$ cat src/rtl/stopwatch_core_if.sv
// Button inputs, mode controls and display/status outputs of the stopwatch core.
// The bench or board top drives through master; the core attaches as slave.
interface stopwatch_core_if;
  logic        btn_ss;
  logic        btn_clr;
  logic        btn_lap;
  logic        down;
  logic [15:0] preset;
  logic [3:0]  num3;
  logic [3:0]  num2;
  logic [3:0]  num1;
  logic [3:0]  num0;
  logic [3:0]  mask;
  logic        running;
  logic        done;

  modport master (
    output btn_ss, btn_clr, btn_lap, down, preset,
    input  num3, num2, num1, num0, mask, running, done
  );

  modport slave (
    input  btn_ss, btn_clr, btn_lap, down, preset,
    output num3, num2, num1, num0, mask, running, done
  );
endinterface

$ cat src/rtl/stopwatch_core.sv
// Up/down stopwatch core: synchronised button pulses, tick divider, bounded counter,
// lap freeze and a blink phase that flashes the display while paused or done.
module stopwatch_core #(
  parameter int unsigned TICK_DIV  = 2500000,
  parameter int unsigned BLINK_DIV = 6250000,
  parameter int unsigned MAX_COUNT = 9999
) (
  input logic             clk,
  input logic             rst,
  stopwatch_core_if.slave sw
);
  localparam logic [23:0] TickLast  = 24'(TICK_DIV - 1);
  localparam logic [23:0] BlinkLast = 24'(BLINK_DIV - 1);
  localparam logic [15:0] MaxCnt    = 16'(MAX_COUNT);

  typedef enum logic [1:0] {StIdle, StRun, StPause, StDone} state_e;

  // Bit order in the button vectors: [0] ss, [1] clr, [2] lap.
  logic [2:0]  btn_raw, s1_q, s2_q, prev_q, armed_q, pulse;
  logic [1:0]  settle_q;
  logic        ss, clr, lap;

  state_e      state_q, state_d;
  logic [15:0] count_q, count_d, num_q, preset_clamped;
  logic [23:0] div_q, div_d, blink_q;
  logic        dir_q, dir_d, frz_q, frz_d, phase_q;
  logic        tick, at_term;

  assign btn_raw = {sw.btn_lap, sw.btn_clr, sw.btn_ss};
  assign pulse   = s2_q & ~prev_q & armed_q;
  assign ss      = pulse[0];
  assign clr     = pulse[1];
  assign lap     = pulse[2];

  // A button is armed only once it has been seen low after reset, so a button held
  // through reset release cannot fire until it is released and pressed again.
  always_ff @(posedge clk or negedge rst) begin
    if (!rst) begin
      s1_q     <= '0;
      s2_q     <= '0;
      prev_q   <= '0;
      armed_q  <= '0;
      settle_q <= '0;
    end else begin
      s1_q     <= btn_raw;
      s2_q     <= s1_q;
      prev_q   <= s2_q;
      settle_q <= {settle_q[0], 1'b1};
      armed_q  <= armed_q | ({3{settle_q[1]}} & ~s2_q);
    end
  end

  assign preset_clamped = (sw.preset > MaxCnt) ? MaxCnt : sw.preset;
  assign tick           = (state_q == StRun) && (div_q == TickLast);
  assign at_term        = dir_q ? (count_q == '0) : (count_q >= MaxCnt);

  always_comb begin
    state_d = state_q;
    count_d = count_q;
    dir_d   = dir_q;
    frz_d   = frz_q;
    div_d   = '0;
    if (clr) begin
      state_d = StIdle;
      dir_d   = sw.down;
      count_d = sw.down ? preset_clamped : 16'd0;
      frz_d   = 1'b0;
    end else begin
      unique case (state_q)
        StIdle:  if (ss) state_d = at_term ? StDone : StRun;
        StRun: begin
          if (tick && !dir_q) begin
            if (count_q >= MaxCnt - 16'd1) begin
              count_d = MaxCnt;
              state_d = StDone;
            end else begin
              count_d = count_q + 16'd1;
            end
          end else if (tick) begin
            if (count_q <= 16'd1) begin
              count_d = '0;
              state_d = StDone;
            end else begin
              count_d = count_q - 16'd1;
            end
          end
          // Terminal tick wins over a coincident pause so the bound is never missed.
          if (state_d == StDone) frz_d = 1'b0;
          else if (ss)           state_d = StPause;
          else if (lap)          frz_d = ~frz_q;
        end
        StPause: if (ss) state_d = StRun;
        default: ;
      endcase
    end
    if ((state_q == StRun) && (state_d == StRun)) div_d = tick ? 24'd0 : div_q + 24'd1;
  end

  always_ff @(posedge clk or negedge rst) begin
    if (!rst) begin
      state_q <= StIdle;
      count_q <= '0;
      dir_q   <= 1'b0;
      frz_q   <= 1'b0;
      div_q   <= '0;
      num_q   <= '0;
      blink_q <= '0;
      phase_q <= 1'b0;
    end else begin
      state_q <= state_d;
      count_q <= count_d;
      dir_q   <= dir_d;
      frz_q   <= frz_d;
      div_q   <= div_d;
      if (!frz_q) num_q <= count_q;
      if (blink_q == BlinkLast) begin
        blink_q <= '0;
        phase_q <= ~phase_q;
      end else begin
        blink_q <= blink_q + 24'd1;
      end
    end
  end

  assign sw.num3    = num_q[15:12];
  assign sw.num2    = num_q[11:8];
  assign sw.num1    = num_q[7:4];
  assign sw.num0    = num_q[3:0];
  assign sw.mask    = ((state_q == StIdle) || (state_q == StRun)) ? 4'hF : {4{phase_q}};
  assign sw.running = (state_q == StRun);
  assign sw.done    = (state_q == StDone);
endmodule
$ cat src/flat_wrapper.sv
// flat-port wrapper written by rule: the top's interface ports become plain ports
module stopwatch_core_flat 
#(
  parameter int unsigned TICK_DIV  = 2500000,
  parameter int unsigned BLINK_DIV = 6250000,
  parameter int unsigned MAX_COUNT = 9999
)
  (clk, rst, sw_btn_ss, sw_btn_clr, sw_btn_lap, sw_down, sw_preset, sw_num3, sw_num2, sw_num1, sw_num0, sw_mask, sw_running, sw_done);
  stopwatch_core_if sw_i ();
  input logic clk;
  input logic rst;
  input wire logic [$bits(sw_i.btn_ss)-1:0] sw_btn_ss;
  input wire logic [$bits(sw_i.btn_clr)-1:0] sw_btn_clr;
  input wire logic [$bits(sw_i.btn_lap)-1:0] sw_btn_lap;
  input wire logic [$bits(sw_i.down)-1:0] sw_down;
  input wire logic [$bits(sw_i.preset)-1:0] sw_preset;
  output wire logic [$bits(sw_i.num3)-1:0] sw_num3;
  output wire logic [$bits(sw_i.num2)-1:0] sw_num2;
  output wire logic [$bits(sw_i.num1)-1:0] sw_num1;
  output wire logic [$bits(sw_i.num0)-1:0] sw_num0;
  output wire logic [$bits(sw_i.mask)-1:0] sw_mask;
  output wire logic [$bits(sw_i.running)-1:0] sw_running;
  output wire logic [$bits(sw_i.done)-1:0] sw_done;
  assign sw_i.btn_ss = sw_btn_ss;
  assign sw_i.btn_clr = sw_btn_clr;
  assign sw_i.btn_lap = sw_btn_lap;
  assign sw_i.down = sw_down;
  assign sw_i.preset = sw_preset;
  assign sw_num3 = sw_i.num3;
  assign sw_num2 = sw_i.num2;
  assign sw_num1 = sw_i.num1;
  assign sw_num0 = sw_i.num0;
  assign sw_mask = sw_i.mask;
  assign sw_running = sw_i.running;
  assign sw_done = sw_i.done;
  stopwatch_core #(.TICK_DIV(TICK_DIV), .BLINK_DIV(BLINK_DIV), .MAX_COUNT(MAX_COUNT)) u_core (.clk(clk), .rst(rst), .sw(sw_i));
endmodule
$ cat config.mk
export PLATFORM = sky130hd
export DESIGN_NAME = stopwatch_core_flat
export DESIGN_NICKNAME = d
export VERILOG_FILES = /design/src/rtl/stopwatch_core_if.sv /design/src/rtl/stopwatch_core.sv /design/src/flat_wrapper.sv
export SDC_FILE = /design/constraint.sdc
export NUM_CORES = 1
export LEC_CHECK = 0
export CAP_MARGIN = 20
export CORE_MARGIN = 4
export CORE_UTILIZATION = 25
export DETAILED_ROUTE_END_ITERATION = 12
export HOLD_SLACK_MARGIN = 0.08
export PLACE_DENSITY = 0.48
export SYNTH_ARGS = -nofsm -noshare
export SYNTH_HDL_FRONTEND = slang
export SYNTH_SLANG_ARGS = --single-unit
$ cat constraint.sdc
create_clock -name clk -period 4.2 [get_ports clk]
set_input_delay 1.26 -clock clk [delete_from_list [all_inputs] [get_ports clk]]
set_output_delay 1.26 -clock clk [all_outputs]
set_load 0.02 [all_outputs]
==> metrics.txt <==
max cap viols 0; final worst path period need 3.113 ns; Final Cell Area 6272 µm²; dpl hpwl 9334 µm; crit share post-route 74.12%; Root Driver clkbuf_16; DIE HEIGHT 153.5 µm; Pwr Density 387.0 nW/µm²; Core ar. 20560 µm²; CP max FO 7; Hold Crit Start u_core.s1_q[0]; # DRC 0; Post-CTS Setup Bufs 0; largest cells by area after synthesis dfrtp_1 47%, nor2_1 6.0%, xnor2_1 5.3%; crit path capture type primary output; status completed; Ys Warns 0; hold bufs inserted after CTS 0; achievable clock frequency 0.3212 GHz; die area 23570 µm²; post-synthesis cell type count 62; leading area contributor after synthesis dfrtp_1; Syn Inst Count 560; clock latency on the worst-skew pair 0.36 ns; Avg Vias per Cell 4.857; Synth top area share 46.79%; CTS tree done; CTS H-Tree Depth 3; TNS Setup 0 ns; share of cells above drive strength 1 8.347%; first-pass GRT wire length 21870 µm; vias in the first global route 4084; Antenna Nets Post-Route 0; Min-Delay Path Class flop to flop; number of CTS-inserted buffers 9; DRT iter0 DRCs 273; Leakage 2.472 nW; number of synthesized flops with an enable pin 0; Detailed Routing Iterations Pass 1 4; # resized after CTS 0; net count of the finished layout 623; Synth Cell Area 5295 µm²; VDD IR max 0.0001924 V; largest net degree at the start of global routing 46; gpl congestion 0.8813; Top FF cell, synth dfrtp_1; # rows 52; Slew HR 38.51%; Synth async-reset ratio 100.0%; initial antenna violation count 0; worst r2r src u_core.div_q[0]; RSZ-0062 raised after global routing false; CTS max path bufs 2; Least-Margin Pin Slew 0.9197 ns; Port Buffers 43; Avg Inst Size Synth 9.455 µm²; Synth Net Count 589; final wirelength 13120 µm; # IOs 44; clock skew 0.01134 ns; commonest cells after routing, fill and taps aside 99 x dfrtp_1, 85 x nor2_1, 44 x nand2_1; pins over their slew limit 0; #FFs+latches synth 99; clock transition at the registers of the reported paths 0.07 ns; grt total ovfl 0; Worst Setup Start Kind flop; clk sinks 99; Antenna diodes 0; DR WL/cell 15.10 µm; sequential share of the synthesized area 46.79%; final hold violation count 0; Initial Utilization 25.75%; Req. time, crit path 2.94 ns; Die W 153.5 µm; Final Setup Violations 0; filler cell count in the final layout 2178; CP startpoint u_core.state_q[1]; DR vias 4221; commonest non-fill, non-tap cell in the layout dfrtp_1; Total GRT Usage 11.38%; Synth-to-Final Area Change 18.45%; kind of critical path flop to primary output; critical path arrival 1.85 ns; Post-DP Area 5995 µm²
registers in the layout (all words and copies together) (netlist names):
| register | count |
|---|---|
| u_core.prev_q | 3 |
| u_core.blink_q | 24 |
| u_core.dir_q | 1 |
| u_core.s1_q | 3 |
| u_core.settle_q | 2 |
| u_core.div_q | 24 |
| u_core.frz_q | 1 |
| u_core.armed_q | 3 |
| u_core.num_q | 16 |
| u_core.phase_q | 1 |
| u_core.count_q | 16 |
| u_core.state_q | 2 |
| u_core.s2_q | 3 |
report_power, final:
group,leakage (nW),switching [mW],total (mW),internal [mW]
Sequential,1.27,0.116,1.14,1.03
Combinational,1.07,0.266,0.487,0.221
Clock,0.133,0.386,0.798,0.412
Total,2.47,0.769,2.43,1.66
final timing paths:
| path | end | cells past startpoint | slack [ns] |
|---|---|---|---|
| setup / recovery | sw_running | 3 | 1.09 |
| hold / removal | u_core.s2_q[0] | 0 | 0.35 |
| setup reg to reg | u_core.div_q[22] | 8 | 1.13 |
| hold reg to reg | u_core.s2_q[0] | 0 | 0.35 |
| max in group asynchronous | u_core.blink_q[20] | 2 | 2.64 |
| min in group asynchronous | u_core.num_q[8] | 1 | 0.81 |
Yosys cell counts, types with 2 or more instances:
library cell  count
buf_4             4
dfrtp_1          99
a22oi_1           2
buf_1             2
inv_1            15
or2_2             4
and4_1            6
xor2_1           26
nor4_1            7
or4_1             8
nand3b_1          3
o31ai_1           5
nor2b_1           4
nor4b_4           2
o21a_1            4
and2_1            4
a21oi_1          14
o211ai_1          4
buf_2             7
a2111oi_0         4
nor3_2            2
a221oi_1          2
nor3b_1           2
nor3_1           18
o21ai_0          27
nand2b_1          4
nand4_1          16
xnor2_1          32
nand2_1          44
nand3_1          27
a31oi_1           6
or3_1             7
nor4_2            2
a21o_1            5
ha_1              7
mux2_2           11
nor2_1           85
clkbuf_1         12
and3_1            4
worst max-delay path, cell delays in order, from the launching register on:
cell	delay, ns
dfrtp_1	0.45
or2b_4	0.31
inv_1	0.12
clkdlybuf4s50_1	0.62
cell families after synthesis:
| family | count (synthesis) | share of synthesized area, % |
|---|---|---|
| compound gates | 88 | 11.06 |
| mux | 12 | 2.528 |
| buf+inv | 42 | 3.662 |
| flops | 99 | 46.79 |
| fa+ha+maj | 7 | 1.654 |
| other cells | 1 | 0.07082 |
| simple gates | 253 | 24.65 |
| xor+xnor | 58 | 9.594 |
final cells by class:
cell class / instances / area (µm²) / share of cell area [%]
clock inverter: 5 / 45.04 / 0.7181
sequential: 99 / 2477 / 39.50
inverter: 15 / 56.30 / 0.8977
clock buffer: 11 / 232.7 / 3.710
multi-input combinational: 419 / 2630 / 41.93
tap: 270 / 337.8 / 5.386
timing repair buffer: 50 / 493.0 / 7.860
per-layer routing:
layer	track usage (%)	vias up	share of wire, %
met4	4.037	0	1.5
met3	3.035	11	5.2
li1	-	2039	-
met1	15.80	2081	48
met5	0	-	0
met2	17.13	90	45
per-stage QoR:
stage | setup slack, ns | std cells | power [mW] | hold slack [ns] | util, %
2_1_floorplan | 1.744 | 560 | 1.434 | 0.3312 | -
3_3_place_gp | 1.035 | 853 | 1.651 | 0.3335 | 29.16
3_5_place_dp | 0.9954 | 853 | 1.654 | 0.3396 | 29.16
4_1_cts | 1.038 | 869 | 2.475 | 0.3566 | 30.51
5_1_grt | 0.8520 | 869 | 2.570 | 0.3621 | 30.51
6_report | 1.087 | 869 | 2.427 | 0.3520 | 30.51
(Power assumes the default switching activity.)
